### config.mk
export PLATFORM = sky130hd
export DESIGN_NAME = vwrite_burst
export DESIGN_NICKNAME = d
export VERILOG_FILES = /design/src/rtl/vwrite_burst.sv
export SDC_FILE = /design/constraint.sdc
export NUM_CORES = 1
export LEC_CHECK = 0
export ABC_AREA = 1
export CAP_MARGIN = 20
export CORE_MARGIN = 2
export CORE_UTILIZATION = 35
export CTS_BUF_LIST = sky130_fd_sc_hd__clkbuf_2
export DETAILED_ROUTE_END_ITERATION = 10
export GPL_ROUTABILITY_DRIVEN = 0
export PLACE_DENSITY = 0.66
export SLEW_MARGIN = 20
export SYNTH_ARGS = -nofsm -noshare
export SYNTH_HDL_FRONTEND = slang
export SYNTH_SLANG_ARGS = --single-unit
### constraint.sdc
create_clock -name clk -period 9.95 [get_ports clk]
set_input_delay 1.4925 -clock clk [delete_from_list [all_inputs] [get_ports clk]]
set_output_delay 1.4925 -clock clk [all_outputs]
set_load 0.1 [all_outputs]
### src/rtl/vwrite_burst.sv
// vwrite_burst: captures an accelerator stream into the unit's 2-port memory
// and, in the same run, drains the previously captured buffer to the databus
// as one write burst. In ping-pong mode capture and drain use opposite halves.
module vwrite_burst #(
  parameter int DATA_W     = 32,
  parameter int AXI_DATA_W = 32,
  parameter int ADDR_W     = 18,
  parameter int AXI_ADDR_W = 32,
  parameter int LEN_W      = 16,
  parameter int DELAY_W    = 7
) (
  input  logic                    clk,
  input  logic                    rst,
  input  logic                    run,
  input  logic                    running,
  output logic                    done,
  input  logic [DATA_W-1:0]       in0,
  output logic                    databus_valid_0,
  input  logic                    databus_ready_0,
  output logic [AXI_ADDR_W-1:0]   databus_addr_0,
  output logic [AXI_DATA_W-1:0]   databus_wdata_0,
  output logic [AXI_DATA_W/8-1:0] databus_wstrb_0,
  output logic [LEN_W-1:0]        databus_len_0,
  input  logic                    databus_last_0,
  output logic                    ext_2p_write_0,
  output logic [ADDR_W-1:0]       ext_2p_addr_out_0,
  output logic [AXI_DATA_W-1:0]   ext_2p_data_out_0,
  output logic                    ext_2p_read_0,
  output logic [ADDR_W-1:0]       ext_2p_addr_in_0,
  input  logic [AXI_DATA_W-1:0]   ext_2p_data_in_0,
  input  logic [AXI_ADDR_W-1:0]   ext_addr,
  input  logic [LEN_W-1:0]        length,
  input  logic                    pingPong,
  input  logic                    enabled,
  input  logic [ADDR_W-1:0]       amount_minus_one,
  input  logic [ADDR_W-1:0]       capture_minus_one,
  input  logic [DELAY_W-1:0]      delay0
);
  localparam int LANES  = AXI_DATA_W / DATA_W;
  localparam int LANE_W = (LANES > 1) ? $clog2(LANES) : 1;
  localparam int HALF_W = ADDR_W - 1;

  typedef enum logic [1:0] {C_IDLE, C_DELAY, C_CAPTURE, C_FLUSH} cap_st_t;
  typedef enum logic       {D_IDLE, D_BURST} drn_st_t;

  cap_st_t               cap_st;
  drn_st_t               drn_st;
  logic                  pp_state, pp_l, armed;
  logic [ADDR_W-1:0]     amt_m1_r, cap_m1_r;
  logic [DELAY_W-1:0]    dly_cnt;
  logic [ADDR_W-1:0]     cap_cnt, wr_idx, rd_idx;
  logic [LANE_W-1:0]     lane;
  logic [AXI_DATA_W-1:0] pack_buf, word_w, f0, f1, head;
  logic [1:0]            fcnt;
  logic                  rd_more, rd_vld, rd_issue, beat;
  logic                  cap_half, drn_half, cap_idle_nxt, drn_idle_nxt;
  logic [ADDR_W-1:0]     cap_wr_addr;

  assign cap_half    = pp_l & pp_state;
  assign drn_half    = pp_l & ~pp_state;
  assign cap_wr_addr = pp_l ? {cap_half, wr_idx[HALF_W-1:0]} : wr_idx;

  // Config is frozen for the whole run; the ping-pong bit flips per run.
  always_ff @(posedge clk or posedge rst) begin
    if (rst) begin
      pp_state       <= 1'b0;
      pp_l           <= 1'b0;
      databus_addr_0 <= '0;
      databus_len_0  <= '0;
      amt_m1_r       <= '0;
      cap_m1_r       <= '0;
    end else if (run) begin
      pp_state       <= pingPong ? ~pp_state : 1'b0;
      pp_l           <= pingPong;
      databus_addr_0 <= ext_addr;
      databus_len_0  <= length;
      amt_m1_r       <= amount_minus_one;
      cap_m1_r       <= capture_minus_one;
    end
  end

  // Packer view of the current word with the incoming sample in its lane.
  always_comb begin
    word_w = pack_buf;
    for (int i = 0; i < LANES; i++)
      if (lane == LANE_W'(i)) word_w[i*DATA_W +: DATA_W] = in0;
  end

  // Capture FSM: delay, sample one word per cycle, pack, flush partial word.
  always_ff @(posedge clk or posedge rst) begin
    if (rst) begin
      cap_st            <= C_IDLE;
      dly_cnt           <= '0;
      cap_cnt           <= '0;
      lane              <= '0;
      pack_buf          <= '0;
      wr_idx            <= '0;
      ext_2p_write_0    <= 1'b0;
      ext_2p_addr_out_0 <= '0;
      ext_2p_data_out_0 <= '0;
    end else begin
      ext_2p_write_0 <= 1'b0;
      if (!running || run) begin
        cap_st   <= !running ? C_IDLE : ((delay0 == '0) ? C_CAPTURE : C_DELAY);
        dly_cnt  <= delay0;
        cap_cnt  <= '0;
        lane     <= '0;
        pack_buf <= '0;
        wr_idx   <= '0;
      end else begin
        case (cap_st)
          C_DELAY: begin
            if (dly_cnt == DELAY_W'(1)) cap_st <= C_CAPTURE;
            else                        dly_cnt <= dly_cnt - 1'b1;
          end
          C_CAPTURE: begin
            if (lane == LANE_W'(LANES-1)) begin
              ext_2p_write_0    <= 1'b1;
              ext_2p_addr_out_0 <= cap_wr_addr;
              ext_2p_data_out_0 <= word_w;
              wr_idx            <= wr_idx + 1'b1;
              lane              <= '0;
              pack_buf          <= '0;
            end else begin
              pack_buf <= word_w;
              lane     <= lane + 1'b1;
            end
            if (cap_cnt == cap_m1_r) cap_st <= C_FLUSH;
            else                     cap_cnt <= cap_cnt + 1'b1;
          end
          C_FLUSH: begin
            if (lane != '0) begin
              ext_2p_write_0    <= 1'b1;
              ext_2p_addr_out_0 <= cap_wr_addr;
              ext_2p_data_out_0 <= pack_buf;
              wr_idx            <= wr_idx + 1'b1;
            end
            lane     <= '0;
            pack_buf <= '0;
            cap_st   <= C_IDLE;
          end
          default: ;
        endcase
      end
    end
  end

  // Read data arriving this cycle is usable directly when the FIFO is empty,
  // which gives valid two cycles after run and one beat per cycle.
  assign head            = (fcnt != 2'd0) ? f0 : ext_2p_data_in_0;
  assign databus_valid_0 = (drn_st == D_BURST) && ((fcnt != 2'd0) || rd_vld);
  assign beat            = databus_valid_0 && databus_ready_0;
  assign databus_wdata_0 = databus_valid_0 ? head : '0;
  assign databus_wstrb_0 = databus_valid_0 ? '1 : '0;
  // Buffered plus in-flight never exceeds the two FIFO entries.
  assign rd_issue         = (drn_st == D_BURST) && rd_more &&
                            ((fcnt == 2'd0) || ((fcnt == 2'd1) && !rd_vld));
  assign ext_2p_read_0    = rd_issue;
  assign ext_2p_addr_in_0 = pp_l ? {drn_half, rd_idx[HALF_W-1:0]} : rd_idx;

  // Drain FSM: issue reads, keep the 2-entry FIFO, end on the last beat.
  always_ff @(posedge clk or posedge rst) begin
    if (rst) begin
      drn_st  <= D_IDLE;
      rd_idx  <= '0;
      rd_more <= 1'b0;
      rd_vld  <= 1'b0;
      fcnt    <= 2'd0;
      f0      <= '0;
      f1      <= '0;
    end else if (!running || run) begin
      drn_st  <= (run && running && enabled && (length != '0)) ? D_BURST : D_IDLE;
      rd_idx  <= '0;
      rd_more <= run && running;
      rd_vld  <= 1'b0;
      fcnt    <= 2'd0;
    end else if (drn_st == D_BURST) begin
      rd_vld <= rd_issue;
      if (rd_issue) begin
        rd_idx <= rd_idx + 1'b1;
        if (rd_idx == amt_m1_r) rd_more <= 1'b0;
      end
      case (fcnt)
        2'd0: if (rd_vld && !beat) begin f0 <= ext_2p_data_in_0; fcnt <= 2'd1; end
        2'd1: begin
          if (beat && rd_vld) f0 <= ext_2p_data_in_0;
          else if (beat)      fcnt <= 2'd0;
          else if (rd_vld)    begin f1 <= ext_2p_data_in_0; fcnt <= 2'd2; end
        end
        default: if (beat) begin
          f0 <= f1;
          if (rd_vld) f1 <= ext_2p_data_in_0;
          else        fcnt <= 2'd1;
        end
      endcase
      if (beat && databus_last_0) begin
        drn_st  <= D_IDLE;
        rd_more <= 1'b0;
        rd_vld  <= 1'b0;
        fcnt    <= 2'd0;
      end
    end
  end

  assign cap_idle_nxt = (cap_st == C_IDLE) || (cap_st == C_FLUSH);
  assign drn_idle_nxt = (drn_st == D_IDLE) || (beat && databus_last_0);

  // done drops on run, and only a run that completes with running high sets it.
  always_ff @(posedge clk or posedge rst) begin
    if (rst) begin
      done  <= 1'b1;
      armed <= 1'b0;
    end else if (run || !running) begin
      done  <= 1'b0;
      armed <= run && running;
    end else if (armed && cap_idle_nxt && drn_idle_nxt) begin
      done  <= 1'b1;
      armed <= 1'b0;
    end
  end
endmodule

Word-level counts from Yosys, hierarchy flattened
Index checks and enable logic that the tools add are counted.
Widths: inputs -> output; s select.

operators by class
  add/subtract/negate cells = 5
  equality and inequality tests = 23
  multiplexer cells = 77
  bitwise logic cells = 6
  reduce and logical (&&, ||, !) cells = 49

operators by type and width
  cell                   number
  $mux 32                14
  $pmux 32 s2            4
  $mux 18                13
  $pmux 18 s2            2
  $add 18x1->18 const B  3
  $eq 18x18->1           2
  $mux 2                 14
  $mux 1                 22
  $mux 7                 3
  $reduce_bool 16->1     1
  $reduce_bool 2->1      8
  $logic_and 1x1->1      13
  $reduce_and 6->1       2
  $reduce_bool 3->1      4
  $ne 3x3->1 const B     3
  $reduce_and 3->1       3
  $ne 2x1->1 const B     4
  $ne 2x2->1 const B     4
  $eq 7x1->1 const B     1
  $logic_not 7->1        1
  $sub 7x1->7 const B    1
  $pmux 2 s3             1
  $reduce_and 2->1       3
  $logic_or 1x1->1       5
  19 further kinds       29

storage, ports and cells
  register bits after elaboration = 304
  input port bits = 163
  output and inout bits = 156
  logic and storage cells = 184

Logic depth before layout (Yosys ltp)
Gate-level depths: netlist of the first run.

  depth in word-level cells = 11
  gate-level depth with buffers = 12
  depth with buffers taken out = 11

Worst setup path after synthesis of the first run
Ideal clock, no wire load.

  path kind = in2out
  start = input port ext_2p_data_in_0[0]
  end = output port databus_wdata_0[0]
  arrival = 3721 ps
  required time = 8457 ps
  setup slack = 4736 ps
  stages on the path = 2
  path buffers = 0
  cells stage by stage = inv_1 -> a211oi_1

between the ends
  cells in the longest elaborated chain, start to end = 2

ends and longest elaborated chain
  item         RTL line  RTL
  from (decl)  30        input logic [AXI_DATA_W-1:0] ext_2p_data_in_0,
  $mux 32      150       assign head = (fcnt != 2'd0) ? f0 : ext_2p_data_in_0;
  $mux 32      153       assign databus_wdata_0 = databus_valid_0 ? head : '0;
  to (decl)    21        output logic [AXI_DATA_W-1:0] databus_wdata_0,

Every way passes these cells.

Final worst setup path of the first run
  start = register fcnt[0]
  end = output port databus_wdata_0[30]

between the ends
  cells in the longest elaborated chain, start to end = 4
  elaborated cells between the ends (all ways) = 5
  those cells by class = 2 x mux; 3 x reduce/logical

ends and longest elaborated chain
  item                    RTL line  RTL
  from (decl)             54        logic [1:0] fcnt;
  from (signal assigned)  168       fcnt <= 2'd0;
  from (signal assigned)  176       fcnt <= 2'd0;
  from (signal assigned)  184       2'd0: if (rd_vld && !beat) begin f0 <= ext_2p_data_in_0; fcnt <= 2'd1; end
  $reduce_bool 2->1 (*)   150, 151
  $logic_or 1x1->1        151       assign databus_valid_0 = (drn_st == D_BURST) && ((fcnt != 2'd0) || rd_vld);
  $logic_and 1x1->1       151
  $mux 32 (*)             153

Every way passes the cells marked *; elsewhere a longest branch is shown, timed or not.

==> results of run 1 <==
## placed cells by master (no fill, tap or decap), types with 2 or more instances in the layout
master                              n
sky130_fd_sc_hd__nand2_1          592
sky130_fd_sc_hd__clkdlybuf4s50_1  317
sky130_fd_sc_hd__dfrtp_1          269
sky130_fd_sc_hd__nor2_1           163
sky130_fd_sc_hd__clkbuf_2         112
sky130_fd_sc_hd__inv_1            109
sky130_fd_sc_hd__o21ai_1           70
sky130_fd_sc_hd__o21ai_0           63
sky130_fd_sc_hd__a21oi_1           54
sky130_fd_sc_hd__nand3_1           36
sky130_fd_sc_hd__a211oi_1          33
sky130_fd_sc_hd__xor2_1            25
sky130_fd_sc_hd__nor3_1            21
sky130_fd_sc_hd__nand4_1           18
sky130_fd_sc_hd__clkinv_1          18
sky130_fd_sc_hd__xnor2_1           17
sky130_fd_sc_hd__inv_2             10
sky130_fd_sc_hd__ha_1              10
sky130_fd_sc_hd__buf_4              7
sky130_fd_sc_hd__nand2_2            6
sky130_fd_sc_hd__nor3b_1            5
sky130_fd_sc_hd__o22ai_1            5
sky130_fd_sc_hd__nor4_1             5
sky130_fd_sc_hd__nor2_2             4
sky130_fd_sc_hd__a31oi_1            4
sky130_fd_sc_hd__o211ai_1           3
sky130_fd_sc_hd__nor2_4             3
sky130_fd_sc_hd__o21a_1             3
sky130_fd_sc_hd__diode_2            2
sky130_fd_sc_hd__clkinv_2           2
## cell families after synthesis
logic type,Yosys count,synth area share
compound gates,241,0.103
fa+ha+maj,10,0.00962
flops,271,0.521
xor+xnor,42,0.0283
simple gates,859,0.266
buf+inv,209,0.0720
## routing by layer
metal	vias up	global-route usage	wire [um]
met5	-	0	0
met4	0	0.0749	730
met3	49	0.0678	3300
met2	435	0.291	16000
met1	5365	0.228	15500
li1	5860	-	-
## final cells by class
class	count	share of cell area
antenna	2	0.000294
clock buffer	112	0.0329
clock inverter	23	0.00544
inverter	118	0.0265
multi-input combinational	1152	0.311
sequential	271	0.398
tap	468	0.0344
timing repair buffer	326	0.191
## worst max-delay path by stage
stage | start | to | slack (ns)
6_report | fcnt[0] | databus_wdata_0[30] | 4.71
5_1_grt | fcnt[0] | databus_wdata_0[30] | 4.47
4_1_cts | fcnt[0] | databus_wdata_0[30] | 4.56
3_5_place_dp | ext_2p_data_in_0[30] | databus_wdata_0[30] | 4.82
3_3_place_gp | ext_2p_data_in_0[30] | databus_wdata_0[30] | 4.82
2_1_floorplan | rst | amt_m1_r[0] | 0.99
## per-stage QoR
stage	power (mW)	util	area, um^2	setup slack, ns	std cells
CTS	3.59	0.465	17000	4.56	2470
global placement	2.78	0.447	16400	4.82	2335
global route	3.74	0.465	17000	4.47	2471
detailed placement	2.79	0.447	16400	4.82	2335
floorplan	2.41	-	13000	0.992	1632
finish	3.53	0.465	17000	4.71	2472
## Yosys cell counts, types with 16 or more instances
library cell,instances
sky130_fd_sc_hd__inv_1,110
sky130_fd_sc_hd__nand3_1,36
sky130_fd_sc_hd__nor3_1,21
sky130_fd_sc_hd__xnor2_1,17
sky130_fd_sc_hd__dfrtp_1,270
sky130_fd_sc_hd__xor2_1,25
sky130_fd_sc_hd__buf_2,16
sky130_fd_sc_hd__a211oi_1,33
sky130_fd_sc_hd__nand2_1,592
sky130_fd_sc_hd__buf_4,25
sky130_fd_sc_hd__nand4_1,18
sky130_fd_sc_hd__clkbuf_1,37
sky130_fd_sc_hd__a21oi_1,54
sky130_fd_sc_hd__o21ai_1,70
sky130_fd_sc_hd__o21ai_0,63
sky130_fd_sc_hd__nor2_1,164
## sequential cells by signal, summed over array words and instances, names as in the netlist, 18 cells and up
name               flops
amt_m1_r              18
cap_cnt               18
cap_m1_r              18
databus_addr_0        32
ext_2p_addr_out_0     18
ext_2p_data_out_0     32
f0                    32
f1                    32
rd_idx                18
wr_idx                18
## worst max-delay path: stages (launching register included)
cell and delay, ns:
sky130_fd_sc_hd__dfrtp_1 0.43, sky130_fd_sc_hd__nor2_4 0.05, sky130_fd_sc_hd__buf_4 0.32, sky130_fd_sc_hd__nand2_2 0.18
sky130_fd_sc_hd__nand2_4 0.25, sky130_fd_sc_hd__a211oi_1 0.41, sky130_fd_sc_hd__clkdlybuf4s50_1 1.21
## power by group through the flow
stage	clock network [mW]	logic (mW)	registers [mW]
after floorplan	0	0.392	2.02
after global placement	0	1.41	1.37
after detailed placement	0	1.42	1.38
after CTS	0.816	1.42	1.36
after global routing	0.870	1.49	1.38
final	0.769	1.41	1.36
==> results.sh, run 1 <==
export IMPL_run_status="finished clean"
export IMPL_rsz0062_at_grt="no"
export IMPL_hpwl_um=24300
export IMPL_clock_net_sink_count=271
export IMPL_drcViolationCount=0
export IMPL_power_combinational_fraction=0.398
export IMPL_pwr_density_cell_nw_per_um2=207
export IMPL_synth_nets=1805
export IMPL_cp_data_required_time_ns=8.46
export IMPL_power_internal_mw=1.90
export IMPL_timing_hold_violations_final=0
export IMPL_multiInputGateArea_um2=5300
export IMPL_grt_pass1_wl_um=57600
export IMPL_finalNetCount=2118
export IMPL_synth_area_top_cells="sky130_fd_sc_hd__dfrtp_1 52%, sky130_fd_sc_hd__nand2_1 17%, sky130_fd_sc_hd__nor2_1 4.7%, sky130_fd_sc_hd__inv_1 3.2%, sky130_fd_sc_hd__o21ai_1 2.7%"
export IMPL_fmax_ghz=0.191
export IMPL_synthFlopType="sky130_fd_sc_hd__dfrtp_1"
export IMPL_floorplan_die_height_um=197
export IMPL_worstReg2RegEnd="f1[22]"
export IMPL_detail_route_first_pass_iterations=9
export IMPL_clockRootBuffer="sky130_fd_sc_hd__clkbuf_2"
export IMPL_transition_time_at_the_pin_with_the_least_slew_margin_ns=1.08
export IMPL_timing_max_transition_violations_final=0
export IMPL_final_hold_worst_slack_ns=0.474
export IMPL_syn_area_um2=13000
export IMPL_synth_seq_area_share=0.521
export IMPL_static_leakage_power_nw=7.95
export IMPL_fin_setup_tns_ns=0
export IMPL_die_w_um=197
export IMPL_first_global_vias=11700
export IMPL_net_switching_power_mw=1.63
export IMPL_core_area_um2=36600
export IMPL_worst_hold_end="databus_addr_0[30]"
export IMPL_timing_critical_path_to_type="primary output"
export IMPL_layout_min_cycle_time_ns=5.24
export IMPL_cap_violations=0
export IMPL_via_count=11700
export IMPL_worst_flop_to_flop_path_startpoint="fcnt[0]"
export IMPL_cts_setup_buffers=0
export IMPL_count_of_mapped_cells_out_of_synthesis=1632
export IMPL_ir_drop_uv=168
export IMPL_r2r_worst_path_cells=12
export IMPL_arrival_worst_endpoint_ns=3.74
export IMPL_period_share=0.526
export IMPL_synth_top_cell_area_share=0.519
export IMPL_detail_route_vias_per_cell=4.74
export IMPL_clk_insertion_delay_late_ns=0.91
export IMPL_finalSetupViolCount=0
export IMPL_die_area_um2=38700
export IMPL_htree_num_levels=3
export IMPL_globalRoute_totalOverflow=0
export IMPL_ios=319
export IMPL_routed_wire_length_per_instance_um=14.4
export IMPL_sequentialPowerShare=0.384
export IMPL_clockPowerShare=0.218
export IMPL_hold_start="databus_addr_0[30]"
export IMPL_synth_area_per_cell_um2=7.97
export IMPL_postSynthRegisterBits=271
export IMPL_synth_cell_type_count=44
export IMPL_holdBufCountCts=0
export IMPL_starting_density_of_the_core=0.355
export IMPL_path_class="reg -> out"
export IMPL_cts_resized=0
export IMPL_synthDominantAreaCellType="sky130_fd_sc_hd__dfrtp_1"
export IMPL_swShare=0.461
export IMPL_regArea_um2=6780
export IMPL_layout_filler_cells=3644
export IMPL_clk_pin_slew_worst_paths_ns=0.09
export IMPL_antenna_found_initial=2
export IMPL_grt_start_max_net_pins=143
export IMPL_cp_start_kind="flip-flop"
export IMPL_finalWirelength_um=35500
export IMPL_synth_edff_count=0
export IMPL_async_reset_ff_frac=1.00
export IMPL_timing_reg2reg_setup_slack_ns=6.59
export IMPL_whs_path_depth=2
export IMPL_placementRows=70
export IMPL_drtIter0Drc=699
export IMPL_placement_io_buffers=318
export IMPL_cts_made_buffers=76
export IMPL_grt_use_total=0.184
export IMPL_area_growth_syn_to_layout_pct=30.9
export IMPL_ys_warnings=0
export IMPL_maximum_fanout_encountered_on_the_critical_timing_path=67
export IMPL_clock_tree_from_tritoncts="built"
export IMPL_route_antenna_remaining_nets=0
export IMPL_hp_class="reg -> reg"
export IMPL_timing_max_slew_rel_slack=0.280
export IMPL_finClkSkew_ns=0.0787
export IMPL_drive_gt1_frac=0.0779
export IMPL_clk_path_buf_depth=3
No activity file was read; power rests on OpenSTA's default activity.
==> inputs of run 2 (changes only) <==
==> constraint.sdc (replaced) <==
create_clock -name clk -period 5.2 [get_ports clk]
set_input_delay 0.78 -clock clk [delete_from_list [all_inputs] [get_ports clk]]
set_output_delay 0.78 -clock clk [all_outputs]
set_load 0.1 [all_outputs]
==> results.sh, run 2 (synthesis results as in run 1) <==
export IMPL_run_status="finished clean"
export IMPL_die_area_um2=38700
export IMPL_cp_start_kind="flip-flop"
export IMPL_routed_wire_length_per_instance_um=14.2
export IMPL_p_total_mw=6.82
export IMPL_detail_route_vias_per_cell=4.73
export IMPL_ios=319
export IMPL_grt_pass1_wl_um=57700
export IMPL_route_antenna_remaining_nets=0
export IMPL_clk_pin_slew_worst_paths_ns=0.10
export IMPL_drtIter0Drc=622
export IMPL_area_growth_syn_to_layout_pct=31.4
export IMPL_cts_setup_buffers=0
export IMPL_first_global_vias=11900
export IMPL_fmax_ghz=0.229
export IMPL_final_setup_worst_slack_ns=0.834
export IMPL_transition_time_at_the_pin_with_the_least_slew_margin_ns=1.05
export IMPL_timing_critical_path_to_type="primary output"
export IMPL_clk_insertion_delay_late_ns=0.92
export IMPL_antenna_found_initial=2
export IMPL_finalSetupViolCount=0
export IMPL_cp_data_required_time_ns=4.42
export IMPL_drive_gt1_frac=0.0808
export IMPL_maximum_fanout_encountered_on_the_critical_timing_path=70
export IMPL_finalNonFillerCells=2474
export IMPL_finClkSkew_ns=0.108
export IMPL_arrival_worst_endpoint_ns=3.59
export IMPL_grt_start_max_net_pins=103
export IMPL_static_leakage_power_nw=7.98
export IMPL_crit_buf_inv=3
export IMPL_cp_cell_sequence="buf_4 > a21oi_1 > nand3_2 > clkinv_1 > clkdlybuf4s50_1"
export IMPL_crit_family="buffers and inverters"
export IMPL_cap_violations=0
export IMPL_floorplan_die_height_um=197
export IMPL_ir_drop_uv=362
export IMPL_detail_route_first_pass_iterations=5
export IMPL_timing_hold_violations_final=0
export IMPL_drcViolationCount=0
export IMPL_rsz0062_at_grt="no"
export IMPL_hp_class="in -> reg"
export IMPL_timing_max_transition_violations_final=0
export IMPL_place_detailed_instances=2340
export IMPL_clock_tree_from_tritoncts="built"
export IMPL_globalRoute_totalOverflow=0
export IMPL_hpwl_um=24600
export IMPL_via_count=11700
export IMPL_clock_net_sink_count=271
export IMPL_cts_resized=0
export IMPL_path_class="reg -> out"
export IMPL_placement_io_buffers=318
export IMPL_mostFrequentLayoutCell="sky130_fd_sc_hd__nand2_1"
export IMPL_most_common_layout_cells="592 x sky130_fd_sc_hd__nand2_1, 317 x sky130_fd_sc_hd__clkdlybuf4s50_1, 269 x sky130_fd_sc_hd__dfrtp_1"
export IMPL_finalWirelength_um=35100
export IMPL_slowest_stage="sky130_fd_sc_hd__clkdlybuf4s50_1"
export IMPL_placementRows=70
export IMPL_layout_min_cycle_time_ns=4.37
export IMPL_pwr_density_cell_nw_per_um2=399
export IMPL_cts_made_buffers=76
export IMPL_preCtsSetupSlack_ns=1.66
export IMPL_clk_path_buf_depth=3
export IMPL_clockRootBuffer="sky130_fd_sc_hd__clkbuf_2"
export IMPL_htree_num_levels=3
export IMPL_holdBufCountCts=0
export IMPL_finalNetCount=2123
export IMPL_critPathMaxStageDelay_ns=1.19
export IMPL_grt_use_total=0.184
export IMPL_timing_max_slew_rel_slack=0.301
export IMPL_die_w_um=197
export IMPL_fin_setup_tns_ns=0
export IMPL_period_share=0.840
export IMPL_core_area_um2=36600
export IMPL_final_hold_worst_slack_ns=0.282
export IMPL_starting_density_of_the_core=0.355
## run 2: cell types whose count changed in the layout (fill, tap and decap cells not counted)
cell / delta
sky130_fd_sc_hd__inv_8: -1
sky130_fd_sc_hd__clkinv_1: -4
sky130_fd_sc_hd__clkbuf_2: -2
sky130_fd_sc_hd__buf_4: +4
sky130_fd_sc_hd__clkinv_2: +4
sky130_fd_sc_hd__buf_12: +1
sky130_fd_sc_hd__bufinv_16: +1
sky130_fd_sc_hd__clkinvlp_4: +1
sky130_fd_sc_hd__inv_2: -2
## run 2: area by class of cell
class	count	area, um^2
Clock buffer	110	551
Fill cell	3663	19500
Sequential cell	271	6780
Timing Repair Buffer	331	3300
Multi-Input combinational cell	1152	5300
Tap cell	468	586
Inverter	118	447
Antenna cell	2	5.00
Clock inverter	22	120
## run 2: per-stage QoR
step | util | instance area, um^2
after floorplan | - | 13000
after CTS | 0.467 | 17100
after global routing | 0.467 | 17100
after global placement | 0.448 | 16400
after detailed placement | 0.448 | 16400
final | 0.467 | 17100
## run 2: worst paths after layout
check	from	to	slack, ns	cells past startpoint
worst min-delay path	run	databus_len_0[11]	0.28	3
worst max-delay path	fcnt[1]	ext_2p_read_0	0.83	5
worst max register to register	fcnt[0]	f1[26]	2.01	12
min in group asynchronous	rst	ext_2p_addr_out_0[14]	0.44	2
max in group asynchronous	rst	databus_len_0[3]	3.68	3
worst min register to register	ext_2p_data_out_0[26]	ext_2p_data_out_0[26]	0.48	2
## run 2: metal layers
metal  global-route usage  routed length [um]  share of wire  vias up
met3               0.0650                3430          0.098       53
met1                0.233               15600           0.44     5358
li1                     -                   -              -     5842
met4               0.0749                 874          0.025        0
met2                0.286               15300           0.43      443
met5                    0                   0              0        -
## run 2: power breakdown
part	switching, mW	leakage, nW	internal (mW)
logic	2.04	3.94	0.656
registers	0.180	3.52	2.42
clock network	0.913	0.519	0.615
## run 2: worst reg2reg max path: stages, from the launching register on
cell,delay (ns)
sky130_fd_sc_hd__dfrtp_1,0.44
sky130_fd_sc_hd__nor2_4,0.13
sky130_fd_sc_hd__buf_4,0.34
sky130_fd_sc_hd__nand2_2,0.13
sky130_fd_sc_hd__nand2_4,0.35
sky130_fd_sc_hd__inv_2,0.18
sky130_fd_sc_hd__nand2_2,0.14
sky130_fd_sc_hd__ha_1,0.25
sky130_fd_sc_hd__nor4_2,0.36
sky130_fd_sc_hd__o21ai_4,0.08
sky130_fd_sc_hd__buf_4,0.31
sky130_fd_sc_hd__nand2_1,0.17
sky130_fd_sc_hd__o21ai_1,0.08
==> inputs of run 3 (changes only) <==
==> constraint.sdc (replaced) <==
create_clock -name clk -period 4.3 [get_ports clk]
set_input_delay 0.645 -clock clk [delete_from_list [all_inputs] [get_ports clk]]
set_output_delay 0.645 -clock clk [all_outputs]
set_load 0.1 [all_outputs]
==> results.sh, run 3 (synthesis results as in run 1) <==
export IMPL_run_status="finished clean"
export IMPL_drcViolationCount=0
export IMPL_path_class="reg -> out"
export IMPL_clk_insertion_delay_late_ns=0.90
export IMPL_antenna_found_initial=3
export IMPL_clock_net_sink_count=271
export IMPL_grt_use_total=0.183
export IMPL_placementRows=70
export IMPL_grt_start_max_net_pins=96
export IMPL_finalNetCount=2123
export IMPL_arrival_worst_endpoint_ns=3.25
export IMPL_core_area_um2=36600
export IMPL_mostFrequentLayoutCell="sky130_fd_sc_hd__nand2_1"
export IMPL_finalWirelength_um=34800
export IMPL_place_detailed_instances=2340
export IMPL_floorplan_die_height_um=197
export IMPL_detail_route_first_pass_iterations=5
export IMPL_maximum_fanout_encountered_on_the_critical_timing_path=10
export IMPL_cp_data_required_time_ns=3.65
export IMPL_die_w_um=197
export IMPL_clockRootBuffer="sky130_fd_sc_hd__clkbuf_2"
export IMPL_timing_max_transition_violations_final=0
export IMPL_clk_pin_slew_worst_paths_ns=0.09
export IMPL_route_antenna_remaining_nets=0
export IMPL_period_share=0.906
export IMPL_cts_made_buffers=75
export IMPL_detail_route_vias_per_cell=4.72
export IMPL_pwr_density_cell_nw_per_um2=476
export IMPL_via_count=11600
export IMPL_globalRoute_totalOverflow=0
export IMPL_starting_density_of_the_core=0.355
export IMPL_placement_io_buffers=318
export IMPL_cp_start_kind="flip-flop"
export IMPL_fin_setup_tns_ns=0
export IMPL_cap_violations=0
export IMPL_hp_class="in -> async"
export IMPL_timing_reg2reg_setup_slack_ns=1.16
export IMPL_timing_max_slew_rel_slack=0.314
export IMPL_final_hold_worst_slack_ns=0.258
export IMPL_grt_pass1_wl_um=57100
export IMPL_static_leakage_power_nw=8.00
export IMPL_hpwl_um=24500
export IMPL_htree_num_levels=3
export IMPL_finClkSkew_ns=0.0734
export IMPL_routed_wire_length_per_instance_um=14.1
export IMPL_most_common_layout_cells="592 x sky130_fd_sc_hd__nand2_1, 280 x sky130_fd_sc_hd__clkdlybuf4s50_1, 269 x sky130_fd_sc_hd__dfrtp_1"
export IMPL_finalSetupViolCount=0
export IMPL_first_global_vias=11600
export IMPL_ios=319
export IMPL_ir_drop_uv=459
export IMPL_clk_path_buf_depth=3
export IMPL_layout_min_cycle_time_ns=3.90
export IMPL_drive_gt1_frac=0.0940
export IMPL_clock_tree_from_tritoncts="built"
export IMPL_fmax_ghz=0.257
export IMPL_rsz0062_at_grt="no"
export IMPL_timing_hold_violations_final=0
export IMPL_timing_critical_path_to_type="primary output"
export IMPL_area_growth_syn_to_layout_pct=30.0
export IMPL_die_area_um2=38700
export IMPL_transition_time_at_the_pin_with_the_least_slew_margin_ns=1.03
export IMPL_finalNonFillerCells=2460
export IMPL_drtIter0Drc=576
export IMPL_cts_setup_buffers=0
## run 3: cell types whose count changed in the layout (fill, tap and decap cells not counted), moves of 4 or more
| cell | before | now |
|---|---|---|
| sky130_fd_sc_hd__clkdlybuf4s50_1 | 317 | 280 |
| sky130_fd_sc_hd__clkinv_2 | 6 | 1 |
| sky130_fd_sc_hd__buf_4 | 11 | 48 |
| sky130_fd_sc_hd__clkinv_1 | 14 | 10 |
| sky130_fd_sc_hd__clkbuf_2 | 110 | 105 |
## run 3: stage by stage
step / setup slack, ns / utilization / power (mW) / cell area (um^2)
after global routing: 0.0735 / 0.462 / 8.54 / 16900
after detailed placement: 1.18 / 0.446 / 6.44 / 16300
after CTS: 0.225 / 0.462 / 8.18 / 16900
final: 0.404 / 0.462 / 8.05 / 16900
after global placement: 1.31 / 0.446 / 6.40 / 16300
after floorplan: 0.0744 / - / 5.58 / 13000
## run 3: critical path, cell delays in order, from the launching register on
cell                              delay [ns]
sky130_fd_sc_hd__dfrtp_1                0.46
sky130_fd_sc_hd__a21oi_1                0.24
sky130_fd_sc_hd__nand3_2                0.23
sky130_fd_sc_hd__clkinv_1               0.27
sky130_fd_sc_hd__clkdlybuf4s50_1        1.19
## run 3: layout make-up
cell class / count / area [um^2]
Clock buffer: 105 / 526
Fill cell: 3612 / 19700
Antenna cell: 3 / 7.51
Inverter: 118 / 447
Sequential cell: 271 / 6780
Multi-Input combinational cell: 1152 / 5300
Clock inverter: 11 / 42.5
Timing Repair Buffer: 332 / 3220
Tap cell: 468 / 586
## run 3: power by group
group	internal (mW)	leakage, nW	switching, mW
sequential	2.92	3.52	0.223
combinational	0.783	4.02	2.44
clock	0.637	0.458	1.04
total	4.34	8.00	3.70
## run 3: routing by layer
layer / wire (um) / track usage / vias up
met3: 3300 / 0.0703 / 54
met1: 15200 / 0.224 / 5297
met5: 0 / 0 / -
met4: 718 / 0.0721 / 0
met2: 15600 / 0.290 / 402
li1: - / - / 5854
## run 3: path summary, 6_finish.rpt
| path | startpoint | to | depth (start not counted) |
|---|---|---|---|
| worst max-delay path | rd_vld | ext_2p_read_0 | 4 |
| worst min-delay path | rst | ext_2p_data_out_0[6] | 2 |
| worst max register to register | fcnt[1] | f1[6] | 12 |
| worst min register to register | databus_addr_0[30] | databus_addr_0[30] | 2 |
| max in group asynchronous | rst | amt_m1_r[7] | 3 |
| min in group clk | ext_addr[0] | databus_addr_0[0] | 3 |
## run 3: what timing repair did
action | 4_1_cts | 5_1_grt
gates resized for setup | 0 | 0
hold endpoints to repair | 3 | 0
hold buffers | 1 | 0
